$ cat config.mk
export PLATFORM = sky130hd
export DESIGN_NAME = sarmux_scan
export DESIGN_NICKNAME = d
export VERILOG_FILES = /design/src/rtl/sarmux_scan.sv
export SDC_FILE = /design/constraint.sdc
export NUM_CORES = 1
export LEC_CHECK = 0
export BUFFER_PORTS_ARGS = -buffer_cell sky130_fd_sc_hd__buf_2
export CAP_MARGIN = 20
export CORE_MARGIN = 4
export CORE_UTILIZATION = 54
export CTS_CLUSTER_DIAMETER = 120
export CTS_CLUSTER_SIZE = 16
export DETAILED_ROUTE_END_ITERATION = 10
export PLACE_DENSITY = 0.81
export SETUP_SLACK_MARGIN = 0.15
export SYNTH_ARGS = -nofsm -noshare
export SYNTH_HDL_FRONTEND = slang
export SYNTH_SLANG_ARGS = --single-unit
$ cat constraint.sdc
create_clock -name clk -period 2.2 [get_ports clk]
set_clock_uncertainty 0.05 [all_clocks]
set_input_delay 0.11 -clock clk [delete_from_list [all_inputs] [get_ports clk]]
set_output_delay 0.11 -clock clk [all_outputs]
set_load 0.05 [all_outputs]
$ cat src/rtl/sarmux_scan.sv
// sarmux_scan - round-robin SAR scan controller for a shared DAC/comparator.
//
// Converts the enabled analog channels in ascending index order. Each
// channel gets a sample phase followed by a successive-approximation search
// at full (NBIT) or reduced (NBIT-2) resolution, then a one-cycle store that
// strobes the result to the register bank and updates the sticky window
// alerts. Rounds run once or repeat continuously.
//
// Ports:
//   clk, srst          system clock, synchronous active-high reset
//   start, stop        begin a round when idle / finish at the next channel boundary
//   cont               restart a new round automatically after the last channel
//   hires              full resolution when 1, two LSBs forced to 0 when 0
//   ch_en              channel enable mask (sampled live for next-channel search)
//   win_en             enables the thr_lo..thr_hi window check
//   thr_lo, thr_hi     inclusive window limits
//   alert_clr          write-1-to-clear for the alert flags
//   comp_i             comparator, 1 = analog input above the DAC code
//   dac_o, dac_en_o    DAC code and DAC/comparator power enable
//   ch_sel_o           analog mux select
//   sample_o           sampler switch closed
//   res_wr/res_ch/res_dat  one-cycle result strobe, channel and code
//   busy, done         scan in progress / one-cycle end-of-round pulse
//   alert              sticky out-of-window flags, one per channel
module sarmux_scan #(
    parameter int NCH      = 16,
    parameter int NBIT     = 10,
    parameter int SMPL_CYC = 4,
    parameter int SETL_CYC = 2,
    parameter int CW       = $clog2(NCH)
) (
    input  logic            clk,
    input  logic            srst,
    input  logic            start,
    input  logic            stop,
    input  logic            cont,
    input  logic            hires,
    input  logic [NCH-1:0]  ch_en,
    input  logic            win_en,
    input  logic [NBIT-1:0] thr_lo,
    input  logic [NBIT-1:0] thr_hi,
    input  logic [NCH-1:0]  alert_clr,
    input  logic            comp_i,
    output logic [NBIT-1:0] dac_o,
    output logic            dac_en_o,
    output logic [CW-1:0]   ch_sel_o,
    output logic            sample_o,
    output logic            res_wr,
    output logic [CW-1:0]   res_ch,
    output logic [NBIT-1:0] res_dat,
    output logic            busy,
    output logic            done,
    output logic [NCH-1:0]  alert
);

    localparam int CMAX = (SMPL_CYC > SETL_CYC) ? SMPL_CYC : SETL_CYC;
    localparam int CNTW = $clog2(CMAX + 1);
    localparam logic [NBIT-1:0] MSB_BIT = {1'b1, {(NBIT-1){1'b0}}};

    typedef enum logic [1:0] {IDLE, SAMP, CONV, STOR} state_t;

    state_t          state;
    logic [CNTW-1:0] cnt;
    logic [NBIT-1:0] acc;
    logic [NBIT-1:0] bitm;
    logic            hires_l;
    logic            stop_pend;
    logic            round_end;
    logic [CW-1:0]   next_l;

    logic [CW-1:0]   low_ch;
    logic [CW-1:0]   next_ch;
    logic            next_found;
    logic [NBIT-1:0] lsb_mask;
    logic [NBIT-1:0] new_acc;
    logic            end_now;
    logic            win_out;
    logic [NCH-1:0]  alert_set;

    // The DAC and comparator are only powered while a scan is running.
    assign dac_en_o = busy;

    // Lowest enabled channel (round start) and lowest enabled channel above
    // the current one (round continuation). Scanning downwards lets the last
    // hit be the lowest index.
    always_comb begin
        low_ch     = '0;
        next_ch    = '0;
        next_found = 1'b0;
        for (int i = NCH - 1; i >= 0; i--) begin
            if (ch_en[i]) begin
                low_ch = CW'(i);
                if (i > int'(ch_sel_o)) begin
                    next_ch    = CW'(i);
                    next_found = 1'b1;
                end
            end
        end
    end

    // Datapath helpers: the trial bit mask walks down from the MSB and the
    // search ends on bit 0 (full) or bit 2 (reduced). The kept value is the
    // trial code itself when the comparator says the input is above it.
    always_comb begin
        lsb_mask  = hires_l ? NBIT'(1) : NBIT'(4);
        new_acc   = comp_i ? dac_o : acc;
        end_now   = !next_found || stop_pend || stop;
        win_out   = win_en && ((res_dat < thr_lo) || (res_dat > thr_hi));
        alert_set = (state == STOR && win_out) ? (NCH'(1) << res_ch) : '0;
    end

    // Main controller. All outputs are registered here so the analog side
    // sees glitch-free controls. The result, done and next-channel decision
    // are all taken on the CONV->STOR edge so that done can be a register
    // that is already valid during the STOR cycle. A set alert wins over a
    // simultaneous clear so an event is never lost.
    always_ff @(posedge clk) begin
        if (srst) begin
            state     <= IDLE;
            cnt       <= '0;
            acc       <= '0;
            bitm      <= '0;
            hires_l   <= 1'b0;
            stop_pend <= 1'b0;
            round_end <= 1'b0;
            next_l    <= '0;
            dac_o     <= '0;
            ch_sel_o  <= '0;
            sample_o  <= 1'b0;
            res_wr    <= 1'b0;
            res_ch    <= '0;
            res_dat   <= '0;
            busy      <= 1'b0;
            done      <= 1'b0;
            alert     <= '0;
        end else begin
            alert <= (alert & ~alert_clr) | alert_set;
            if (stop && state != IDLE) begin
                stop_pend <= 1'b1;
            end
            case (state)
                IDLE: begin
                    if (start && (|ch_en) && !stop) begin
                        state    <= SAMP;
                        ch_sel_o <= low_ch;
                        hires_l  <= hires;
                        cnt      <= '0;
                        sample_o <= 1'b1;
                        dac_o    <= '0;
                        busy     <= 1'b1;
                    end
                end
                SAMP: begin
                    if (cnt == CNTW'(SMPL_CYC - 1)) begin
                        state    <= CONV;
                        sample_o <= 1'b0;
                        cnt      <= '0;
                        acc      <= '0;
                        bitm     <= MSB_BIT;
                        dac_o    <= MSB_BIT;
                    end else begin
                        cnt <= cnt + CNTW'(1);
                    end
                end
                CONV: begin
                    if (cnt == CNTW'(SETL_CYC - 1)) begin
                        cnt <= '0;
                        acc <= new_acc;
                        if (bitm == lsb_mask) begin
                            state     <= STOR;
                            dac_o     <= '0;
                            res_wr    <= 1'b1;
                            res_dat   <= new_acc;
                            res_ch    <= ch_sel_o;
                            done      <= end_now;
                            round_end <= end_now;
                            next_l    <= next_ch;
                        end else begin
                            bitm  <= bitm >> 1;
                            dac_o <= new_acc | (bitm >> 1);
                        end
                    end else begin
                        cnt <= cnt + CNTW'(1);
                    end
                end
                STOR: begin
                    res_wr <= 1'b0;
                    done   <= 1'b0;
                    if (round_end) begin
                        if (cont && !stop_pend && !stop && (|ch_en)) begin
                            state    <= SAMP;
                            ch_sel_o <= low_ch;
                            hires_l  <= hires;
                            cnt      <= '0;
                            sample_o <= 1'b1;
                        end else begin
                            state     <= IDLE;
                            busy      <= 1'b0;
                            stop_pend <= 1'b0;
                        end
                    end else begin
                        state    <= SAMP;
                        ch_sel_o <= next_l;
                        hires_l  <= hires;
                        cnt      <= '0;
                        sample_o <= 1'b1;
                    end
                end
                default: state <= IDLE;
            endcase
        end
    end

endmodule
Yosys cells after proc, flatten, opt, wreduce, memory -nomap -nowiden. Index checks and enable logic that the tools add are counted.

Shifts and indexed selects: 1. Multiplexer cells: 129. $lt $le $gt $ge: 17. Add/sub/neg operators: 1. Equal/unequal tests: 14. Reduce and logical (&&, ||, !) cells: 32. Bitwise operators: 4.

Operators with widths (count): 2-to-1 mux 4 bit (49); 2-to-1 mux 10 bit (9); 2-to-1 mux 1 bit (48); one-hot mux 10 bit (2 select lines) (2); greater-than comparator 4 bit, first input constant (8); one-hot mux 10 bit (3 select lines) (1); AND reduction 4 bit (5); 2-to-1 mux 3 bit (6); AND 16 bit (1); greater-than comparator 3 x 4 -> 1 bit, first input constant (4); 2-to-1 mux 16 bit (1); inverter 16 bit (1); OR 16 bit (1); OR reduction 16 bit (1); << shifter 1 x 4 -> 16 bit, first input constant (1); inequality test 2 bit, second input constant (7); one-hot mux 3 bit (4 select lines) (1); AND reduction 3 bit (4); equality test 10 x 3 -> 1 bit (1); greater-than comparator 10 bit (1); less-than comparator 10 bit (1); 2-to-1 mux 2 bit (5); OR 10 x 9 -> 10 bit (1); greater-than comparator 2 x 4 -> 1 bit, first input constant (2); 18 further kinds (37).

Register bits: 80. Output and inout port bits: 49. Input port bits: 60.

Longest topological paths before layout. Gate-level depths: netlist of run 1.

Word-level depth: 37. Depth in mapped cells: 9.

Least setup slack after synthesis of run 1. No wires, ideal clock.

Path kind: register -> register. From: reg res_dat[7]. To: reg alert[10]. Slack: -0.095 ns. Cell stages (with the launch flop): 9. Required time: 2.020 ns. Data arrival time: 2.115 ns. Cell sequence: dfxtp_1 -> ha_1 -> nand4_1 -> nor3_1 -> a31o_2 -> a31oi_1 -> a21oi_1 -> clkbuf_1 -> o31ai_1.

Cells in the longest elaborated chain, start to end: 6. Elaborated cells on any way between the ends: 7.

Ends and longest elaborated chain: start, declared (RTL line 50) `output logic [NBIT-1:0] res_dat,`; start signal, assigned (RTL line 173) `res_dat <= new_acc;`; less-than comparator 10 bit or greater-than comparator 10 bit (tied branches) (RTL line 108) `win_out = win_en && ((res_dat < thr_lo) || (res_dat > thr_hi));`; logical OR 1 bit (*) (RTL line 108); logical AND 1 bit (*) (RTL line 108); logical AND 1 bit (*) (RTL line 109) `alert_set = (state == STOR && win_out) ? (NCH'(1) << res_ch) : '0;`; 2-to-1 mux 16 bit (*) (RTL line 109); OR 16 bit (*) (RTL line 137) `alert <= (alert & ~alert_clr) | alert_set;`; end signal, assigned (RTL line 137); end, declared (RTL line 53) `output logic [NCH-1:0] alert`.

Mark *: on every way between the ends. The rest lies on a longest branch, timed or not. A chain may end at the register's enable or synchronous reset.

Worst setup path after layout of run 1.
From: reg bitm[9]. To: reg res_dat[7].

Cells in the longest elaborated chain, start to end: 2.

Ends and longest elaborated chain: start, declared (RTL line 65) `logic [NBIT-1:0] bitm;`; start signal, assigned (RTL line 179) `bitm <= bitm >> 1;`; equality test 10 x 3 -> 1 bit (RTL line 169) `if (bitm == lsb_mask) begin`; AND reduction 3 bit (no line).

Every way passes these cells.

==> results of run 1 <==
sequential cells by signal (all words and copies together) (netlist names), 3 cells and up:
signal	flops
alert	16
acc	10
bitm	10
dac_o	10
res_dat	10
ch_sel_o	4
next_l	4
res_ch	4
cnt	3
layer usage:
layer	part of all wire, %	routed length (um)	track usage, %	up-vias
met4	2.5	340	9.03	0
met1	41	5560	31.9	2290
met2	51	6910	45.5	187
met5	0	0	0	-
met3	6.2	847	3.44	31
li1	-	-	-	2316
where the power goes:
group          leakage (nW)  internal (mW)  switching, mW  total (mW)
clock network        0.0888          0.431          0.612        1.04
registers             0.657           1.55          0.183        1.73
logic                  1.75          0.700           1.10        1.80
kinds of logic after synthesis:
family | count (synthesis)
AO/OA/AOI/OAI | 145
adder cells (fa/ha/maj) | 28
multiplexers | 13
AND/OR/NAND/NOR | 248
flip-flops | 80
buffers and inverters | 65
worst reg2reg max path: cells and delay by family, from the launching register on:
family,cells,cell delay (ps)
flip-flops,1,370
AO/OA/AOI/OAI,1,220
buffers and inverters,1,180
AND/OR/NAND/NOR,5,1130
layout make-up:
cell class / count / area, um^2 / area share (%)
sequential: 80 / 1640 / 28.0
clock buffer: 9 / 124 / 2.12
clock inverter: 7 / 61.3 / 1.05
timing repair buffer: 146 / 893 / 15.3
tap: 105 / 131 / 2.25
inverter: 36 / 135 / 2.31
multi-input combinational: 435 / 2870 / 49.0
worst paths after layout:
path	endpoint	depth (start not counted)
max	res_dat[7]	7
min	stop_pend	3
min reg2reg	alert[5]	2
max reg2reg	res_dat[7]	7
placed cells by master (no fill, tap or decap), drive strengths merged, types with 5 or more instances in the layout:
master,n
nand2,62
nand3,14
nor2,88
or3,6
nor4,7
dfxtp,80
nor3,23
a22oi,10
inv,40
ha,27
buf,129
clkbuf,9
mux2,11
a21oi,56
a211oi,11
nand2b,20
nor2b,5
o21ai,12
dlygate4sd3,17
o31ai,18
repair_timing:
item	CTS	global route
pin swaps	0	12
gates resized for setup	7	43
hold buffers	17	0
hold endpoints to repair	17	0
endpoints found under the setup margin	38	57
buffers inserted	1	6
gates cloned	1	0
per-stage QoR:
| step | utilization (%) | worst slack [ps] |
|---|---|---|
| floorplan | - | 172 |
| global placement | 63.9 | 140 |
| detailed placement | 63.9 | 62.4 |
| CTS | 68.8 | 147 |
| global route | 71.6 | 95.2 |
| finish | 71.6 | 160 |
==> results.md, run 1 <==
- R2R setup slack: 160 ps
- Syn Nets: 666
- Crit. End Element: flip-flop
- Synth Area in Adders: 7.71%
- Slew @ Worst Pin: 814 ps
- Crit path max-delay family: simple AND/OR/NAND/NOR gates
- XOR/XNOR Fraction of Synth Area: 0%
- # fillers: 619
- Count leader, synth: nor2_1
- TritonCTS clock tree: done
- R2r startpoint: bitm[9]
- Max-cap violations: 0
- LEAKAGE: 2.49 nW
- Critical Path AT: 2250 ps
- Final setup viols: 0
- Multiplexer share of the synthesized area: 3.19%
- Hold Worst Slack: 33.5 ps
- Final min period: 2040 ps
- Share of layout cells above drive strength 1: 30.2%
- Worst setup SP type: flip-flop
- Post-synth top area share: 35.5%
- Routed WL per cell: 16.7 um
- Starting density of the core: 55.2%
- Fin cells: 818
- Vias in the first global route: 4546
- Worst slew margin: 45.7%
- I/O Buffers: 108
- Synth cell types: 60
- Die height: 99.4 um
- Buffers & Inverters on Critical Path: 1
- Post-placement cell count: 777
- Worst Path Max Fanout: 22
- Largest net degree at the start of global routing: 83
- IO Pins: 109
- # H-tree levels: 3
- Clock buffer count from CTS: 9
- Fraction of registers with async set/reset: 0%
- Top FF cell, synth: dfxtp_1
- Final Cycle Share: 92.7%
- Mean Syn Cell Area: 7.80 um^2
- Slew Viols, Final: 0
- Area leader, netlist: dfxtp_1
- Number of flops mapped to enable cells by yosys: 0
- HP Class: input pin to flip-flop
- Clock slew at reported path FFs: 90 ps
- VDD IR max: 534 uV
- DRT iter0 DRCs: 246
- Clk sinks: 80
- Routed Antenna Nets: 0
- Detailed Place HPWL: 9060 um
- Number of synthesized register bits: 80
- WP data required: 2410 ps
- Synth Warn #: 0
- Gp weighted congestion: 0.886
- Main combinational cell family by area after synthesis: simple AND/OR/NAND/NOR gates
- Setup tns final: 0 ps
- Detailed-route wire length: 13700 um
- Sequential area share after synthesis: 35.5%
- CTS root buf: clkbuf_8
- Latest clock arrival within the worst-skew pair: 370 ps
- Via total after detailed routing: 4824
- CTS max path bufs: 2
- Crit path cell chain: nor4_4, o211ai_1, or2_2, nor2_2, buf_12, nor2_1, nor3_1
- Post-synthesis cell count: 579
- Compound-Gate Fraction of Synth Area: 21.1%
- Mapped cell area: 4510 um^2
- Grt ovf: 0
- 1st-pass router iterations: 5
- Pwr per Cell Area: 783 nW/um^2
- Initial antenna violation count: 0
- Antenna diodes: 0
- FMAX: 490 MHz
- Worst setup path start: bitm[9]
- Finished Cell Area: 5850 um^2
- Max incr delay on CP: 390 ps
- GRT Total Usage: 25.7%
- Critical path class: flip-flop to flip-flop
- Post-synthesis simple-gate area fraction: 26.9%
- Dpl cell area: 5220 um^2
- Core Rows: 33
- Area Overhead vs Synth: 29.6%
- Synth top cells by count: 87 x nor2_1, 80 x dfxtp_1, 62 x nand2_1
- Nets: 795
- Die X-Extent: 99.4 um
- Final hold violation count: 0
- Drt via density: 5.90
- RSZ-0062 raised after global routing: true
- Worst path slowest cell: or2_2
- First-pass GRT wire length: 21000 um
- Total power: 4.58 mW
- Area contributors post-synth: dfxtp_1 35%, ha_1 7.5%, nor2_1 7.2%
- Drc violations: 0
- Core Region: 8180 um^2
- Hold Crit Start: stop
- Die area: 9890 um^2
- Status: finished, final reports clean
No activity file was read; power rests on OpenSTA's default activity.
==> run 2, diff against run 1 <==
Clock period 2.2 ns to 1.9 ns, I/O delays scaled along.
==> results.md, run 2 (same netlist as run 1, synthesis figures left out) <==
- Clock slew at reported path FFs: 110 ps (+20 ps)
- Commonest non-fill, non-tap cell in the layout: buf_2
- Worst slew margin: 53.4% (+7.6 points)
- Final min period: 2180 ps (+139 ps)
- Final Cycle Share: 115% (+22 points)
- Worst setup SP type: flip-flop
- VDD IR max: 886 uV (+66%)
- Hold Worst Slack: 11.6 ps (-21.8 ps)
- Die X-Extent: 99.4 um (unchanged)
- Post-placement cell count: 815 (+4.9%)
- R2R cell count: 7 (unchanged)
- HP Class: input pin to flip-flop
- Crit path cell chain: nor4_2, o211ai_1, or2_4, nor2_4, buf_12, nor2_1, nor3_1
- Core Region: 8180 um^2 (unchanged)
- Hold Crit Start: alert_clr[7]
- Hold path endpoint: alert[7]
- Detailed Place HPWL: 9960 um (+9.9%)
- DRT iter0 DRCs: 551 (+120%)
- Clock Power Share: 19.3% (-3.5 points)
- Crit path max-delay family: simple AND/OR/NAND/NOR gates
- Routed Antenna Nets: 0 (unchanged)
- Routed WL per cell: 23.8 um (+43%)
- Grt ovf: 0 (unchanged)
- Clk sinks: 80 (unchanged)
- GRT Total Usage: 34.1% (+8.4 points)
- # H-tree levels: 3 (unchanged)
- Most frequent cells in the layout: 108 x buf_2, 69 x nor2_1, 62 x buf_4
- Vias in the first global route: 5517 (+21%)
- R2R setup slack: -280 ps (-440 ps)
- CTS root buf: clkbuf_8
- Antenna diodes: 0 (unchanged)
- Failing checks: setup timing
- Die height: 99.4 um (unchanged)
- Nets: 868 (+9.2%)
- Total power: 7.31 mW (+60%)
- Combinational Power Share: 53.7% (+14 points)
- Critical Path AT: 2400 ps (+150 ps)
- RSZ-0062 raised after global routing: true
- Max incr delay on CP: 390 ps (about the same)
- Critical path class: flip-flop to flip-flop
- Share of layout cells above drive strength 1: 50.0% (+20 points)
- Area Overhead vs Synth: 63.6%
- Status: finished, violations left
- Pre-CTS setup slack: -92.9 ps (-155 ps)
- Slew Viols, Final: 0 (unchanged)
- Starting density of the core: 55.2% (unchanged)
- Fin worst setup slack: -279 ps (-439 ps)
- Detailed-route wire length: 21200 um (+55%)
- Clock buffer count from CTS: 9 (unchanged)
- Die area: 9890 um^2 (unchanged)
- R2R Path End: res_dat[1]
- Fin cells: 891 (+8.9%)
- Worst Path Max Fanout: 11 (-50%)
- Pwr per Cell Area: 990 nW/um^2 (+26%)
- Largest register FFs: 16 (unchanged)
- CTS max path bufs: 2 (unchanged)
- Crit. End Element: flip-flop
- Final hold violation count: 0 (unchanged)
- Max-cap violations: 0 (unchanged)
- Drt via density: 6.69 (+13%)
- IO Pins: 109 (unchanged)
- FMAX: 459 MHz (-6.4%)
- 1st-pass router iterations: 5 (unchanged)
- Gp weighted congestion: 0.915 (+3.3%)
- Via total after detailed routing: 5963 (+24%)
- Final setup viols: 53 (+53)
- WP data required: 2120 ps (-290 ps)
- Largest net degree at the start of global routing: 51 (-39%)
- Core Rows: 33 (unchanged)
- Drc violations: 0 (unchanged)
- Sw frac: 41.6% (+0.16 points)
- Initial antenna violation count: 0 (unchanged)
- Power Internal: 4.27 mW (+59%)
- TritonCTS clock tree: done
- First-pass GRT wire length: 27000 um (+29%)
- Buffers & Inverters on Critical Path: 1 (unchanged)
- LEAKAGE: 3.08 nW (+24%)
- Net Switching: 3.04 mW (+60%)
- Latest clock arrival within the worst-skew pair: 380 ps (about the same)
- I/O Buffers: 108 (unchanged)
- Seq pwr share: 27.0% (-11 points)
- Worst path slowest cell: nor4_2
- Min-Delay Path Depth: 4 (+1)
- Largest reg by FF count: alert
- Slew @ Worst Pin: 693 ps (-121 ps)
- R2r startpoint: bitm[1]
-- run 2: how the worst max path moves through the flow --
stage	cells past startpoint	slack (ps)	to	start
2_1_floorplan	7	-20	done	ch_sel_o[2]
3_3_place_gp	9	-20	dac_o[4]	ch_en[1]
3_5_place_dp	6	-90	alert[2]	res_dat[5]
4_1_cts	5	-60	next_l[2]	bitm[6]
5_1_grt	10	-320	bitm[1]	state[1]
6_report	7	-280	res_dat[1]	bitm[1]
-- run 2: what timing repair did --
item | CTS | global route
resized for setup | 116 | 86
pin swaps | 43 | 22
buffers inserted | 31 | 8
cloned | 6 | 3
endpoints found under the setup margin | 75 | 77
hold endpoints to repair | 12 | 0
hold buffers | 12 | 0
-- run 2: final cells by class --
type / instances / area [um^2]
clock buffers: 9 / 124
clock inverters: 7 / 87.6
fillers: 312 / 788
inverters: 36 / 138
multi-input cells: 435 / 3540
flip-flops and latches: 80 / 1670
well taps: 105 / 131
repair buffers: 219 / 1690
-- run 2: metal layers --
layer	part of all wire (%)	vias to the layer above	wire length [um]	track usage (%)
met5	0	-	0	0
met4	8.6	0	1820	19.0
met3	10	201	2210	6.31
met2	48	530	10200	61.2
met1	33	2770	7030	37.6
li1	-	2462	-	-
-- run 2: stage by stage --
step	util, %	setup TNS (ps)	cell area (um^2)
6_report	90.4	-6070	7390
3_5_place_dp	69.3	-1480	5670
4_1_cts	84.2	-171	6880
5_1_grt	90.4	-7700	7390
3_3_place_gp	69.3	-200	5670
2_1_floorplan	-	-18.8	4740
-- run 2: tightest hold or removal path, cell delays in order --
cell and delay, ps:
buf_2 70, nor2_1 40, nand2_1 100, o31ai_4 80
-- run 2: power by group through the flow --
stage | registers [mW] | clock network (mW) | logic [mW]
after floorplan | 2.10 | 0 | 1.29
after global placement | 1.95 | 0 | 2.13
after detailed placement | 1.96 | 0 | 2.15
after CTS | 1.94 | 1.34 | 3.17
after global routing | 1.98 | 1.47 | 4.04
final | 1.97 | 1.41 | 3.93
==> run 3, diff against run 2 <==
Settings changed: BUFFER_PORTS_ARGS -buffer_cell sky130_fd_sc_hd__buf_2 to not set, CORE_UTILIZATION 54 to 64, DONT_BUFFER_PORTS set to 1.
==> results.md, run 3 <==
- Synth top cells by count: 87 x nor2_1, 80 x dfxtp_1, 62 x nand2_1
- Gp weighted congestion: 0.899 (-1.8%)
- Top FF cell, synth: dfxtp_1
- IO Pins: 109 (unchanged)
- Worst endpoint type: register input
- # H-tree levels: 3 (unchanged)
- Syn Nets: 666 (unchanged)
- Post-GRT worst EP: next_l[2]$_SDFFE_PP0P_/D
- Tool Error: [ERROR DPL-0038] Utilization greater than 100%, impossible to legalize
- Die height: 92.0 um (-7.5%)
- CTS max path bufs: 2 (unchanged)
- Synth cell types: 60 (unchanged)
- Mean Syn Cell Area: 7.80 um^2 (unchanged)
- Largest net degree at the start of global routing: 84
- Area contributors post-synth: dfxtp_1 35%, ha_1 7.5%, nor2_1 7.2%
- Fraction of registers with async set/reset: 0% (unchanged)
- Number of synthesized register bits: 80 (unchanged)
- Number of flops mapped to enable cells by yosys: 0 (unchanged)
- Exit stage: 5_1_grt
- CTS root buf: clkbuf_8
- Synth Warn #: 0 (unchanged)
- Post-synthesis cell count: 579 (unchanged)
- Clock buffer count from CTS: 9 (unchanged)
- Pre-CTS setup slack: -97.7 ps (-4.72 ps)
- Post-synth top area share: 35.5% (unchanged)
- Status: did not finish
- Detailed Place HPWL: 8860 um (-11%)
- Core Rows: 30 (-9.1%)
- Die X-Extent: 92.0 um (-7.5%)
- Count leader, synth: nor2_1
- Area leader, netlist: dfxtp_1
- I/O Buffers: 0 (-100%)
- Sequential area share after synthesis: 35.5% (unchanged)
- Starting density of the core: 66.1% (+11 points)
- Post-placement cell count: 719 (-12%)
- Mapped cell area: 4510 um^2 (unchanged)
- Clk sinks: 80 (unchanged)
- Dpl cell area: 5280 um^2 (-6.7%)
run 3: metrics by stage:
stage          hold WS [ps]  utilization [%]  setup TNS [ps]
2_1_floorplan           181                -           -18.8
3_3_place_gp            120             77.3            -330
3_5_place_dp            122             77.3           -1330
4_1_cts                -260             96.0            -366
run 3: cells by family after synthesis:
logic type                 share of synthesized area [%]
and+or+nand+nor                                     26.9
AOI/OAI and AO/OA                                   21.1
DFF                                                 35.5
buffers and inverters                               5.63
adders and majority gates                           7.71
muxes                                               3.19
run 3: timing repair:
item,in CTS
gates resized for setup,110
hold buffers,32
setup endpoints to repair,67
endpoints found under the hold margin,80
cloned,5
pin swaps,44
setup buffers,17
==> run 4, diff against run 3 <==
Settings changed: CORE_UTILIZATION 64 to 40, CTS_CLUSTER_DIAMETER 120 to not set, CTS_CLUSTER_SIZE 16 to not set, PLACE_DENSITY 0.81 to not set, PLACE_DENSITY_LB_ADDON set to 0.15, SETUP_SLACK_MARGIN 0.15 to not set.
==> results.md, run 4 (same netlist as run 1, synthesis figures left out) <==
- Status: finished, violations left
- Failing checks: hold timing, setup timing
- CTS max path bufs: 2 (unchanged)
- Slew @ Worst Pin: 651 ps
- Final setup viols: 14
- Nets: 780
- Detailed-route wire length: 15000 um
- Hold Worst Slack: -6.45 ps
- Commonest non-fill, non-tap cell in the layout: nor2_1
- Worst path slowest cell: dfxtp_4
- Worst setup SP type: flip-flop
- First-pass GRT wire length: 22000 um
- Max incr delay on CP: 350 ps
- Drt via density: 5.60
- Antenna diodes: 0
- Clk sinks: 80 (unchanged)
- FMAX: 516 MHz
- Gp weighted congestion: 0.890 (-1.0%)
- Detailed Place HPWL: 9420 um (+6.4%)
- Most frequent cells in the layout: 76 x nor2_1, 75 x buf_4, 60 x nand2_1
- Latest clock arrival within the worst-skew pair: 340 ps
- WP data required: 2060 ps
- I/O Buffers: 0 (unchanged)
- Area Overhead vs Synth: 51.1%
- R2r startpoint: res_dat[6]
- Largest net degree at the start of global routing: 84
- TritonCTS clock tree: done
- Fin cells: 838
- Critical Path AT: 2100 ps
- Max-cap violations: 0
- GRT Total Usage: 20.8%
- Area of the multi-input gates: 3310 um^2
- R2R setup slack: -40 ps
- Crit path cell chain: ha_4, nand4_1, nor3_2, a31o_2, a31oi_2, buf_4, a21oi_4, o31ai_2
- Crit. End Element: flip-flop
- Routed WL per cell: 17.9 um
- R2R Path End: alert[9]
- Vias in the first global route: 4577
- Finished Core Util: 62.4%
- Core Region: 10900 um^2
- Routed Antenna Nets: 0
- IO Pins: 109 (unchanged)
- R2R cell count: 8
- Die X-Extent: 114 um (+24%)
- Clock slew at reported path FFs: 70 ps
- Final min period: 1940 ps
- RSZ-0062 raised after global routing: true
- Buffers & Inverters on Critical Path: 1
- Largest reg by FF count: alert
- Setup tns final: -218 ps
- Largest register FFs: 16
- LEAKAGE: 2.68 nW
- Critical path class: flip-flop to flip-flop
- Fin worst setup slack: -38.1 ps
- Die area: 13000 um^2
- Via total after detailed routing: 4689
- Grt ovf: 0
- Crit path max-delay family: compound AO/OA/AOI/OAI gates
- Starting density of the core: 41.3% (-25 points)
- Final Cycle Share: 102%
- Drc violations: 0
- Die height: 114 um (+24%)
- 1st-pass router iterations: 7
- Slew Viols, Final: 0
- Hold Crit Start: comp_i
- Register area: 1660 um^2
- CTS root buf: clkbuf_16
- Share of layout cells above drive strength 1: 36.7%
- VDD IR max: 630 uV
- Total power: 6.60 mW
- Min-Delay Path Depth: 3
- # fillers: 925
- Clock buffer count from CTS: 9 (unchanged)
- Hold path endpoint: acc[9]
- # H-tree levels: 3 (unchanged)
- Worst slew margin: 56.6%
- Worst Path Max Fanout: 8
- DRT iter0 DRCs: 202
- Final hold violation count: 1
- HP Class: input pin to flip-flop
- Core Rows: 38 (+27%)
- Post-placement cell count: 765 (+6.4%)
- Initial antenna violation count: 0
- Pwr per Cell Area: 967 nW/um^2
[run 4: worst max path at each step]
| stage | start | to | slack [ps] | cells past startpoint |
|---|---|---|---|---|
| after floorplan | ch_sel_o[2] | done | -20 | 7 |
| after global placement | res_dat[7] | alert[4] | -160 | 7 |
| after detailed placement | res_dat[8] | alert[8] | -240 | 7 |
| after CTS | bitm[6] | next_l[2] | -90 | 5 |
| after global routing | res_dat[5] | alert[9] | -130 | 9 |
| final | res_dat[6] | alert[9] | -40 | 8 |
[run 4: area by class of cell]
class	count	share of cell area, %
clock buffers	9	3.30
clock inverters	7	1.14
inverters	36	2.09
multi-input cells	435	48.5
flip-flops and latches	80	24.3
well taps	140	2.57
repair buffers	131	18.2
[run 4: worst register-to-register path: cells and delay by family (launching register included)]
family                   cells  cell delay (ps)
AO/OA/AOI/OAI                4              630
adder cells (fa/ha/maj)      1              260
buffers and inverters        1              160
flip-flops                   1              350
AND/OR/NAND/NOR              2              350
[run 4: timing repair]
action                     in CTS  in global routing
pin swaps                      16                 51
gates resized for setup        27                129
hold endpoints to repair       80                 64
setup endpoints to repair      49                 70
setup buffers                   5                  5
gates cloned                    2                  6
hold buffers                   33                  7
[run 4: metrics by stage]
| stage | instance area, um^2 | setup slack (ps) |
|---|---|---|
| 2_1_floorplan | 4590 | -19.2 |
| 3_3_place_gp | 5210 | -164 |
| 3_5_place_dp | 5210 | -239 |
| 4_1_cts | 6050 | -86.6 |
| 5_1_grt | 6820 | -130 |
| 6_report | 6820 | -38.1 |
[run 4: routing by layer]
metal  vias to the layer above  track usage [%]  part of all wire, %
li1                       2285                -                    -
met1                      2273             25.8                   42
met2                       118             36.2                   51
met3                        13             5.18                  5.9
met4                         0             4.75                  1.3
met5                         -                0                    0
[run 4: report_power, final]
group	leakage [nW]	switching (mW)	internal (mW)
clock network	0.147	0.746	1.03
registers	0.660	0.172	1.80
logic	1.87	1.55	1.30
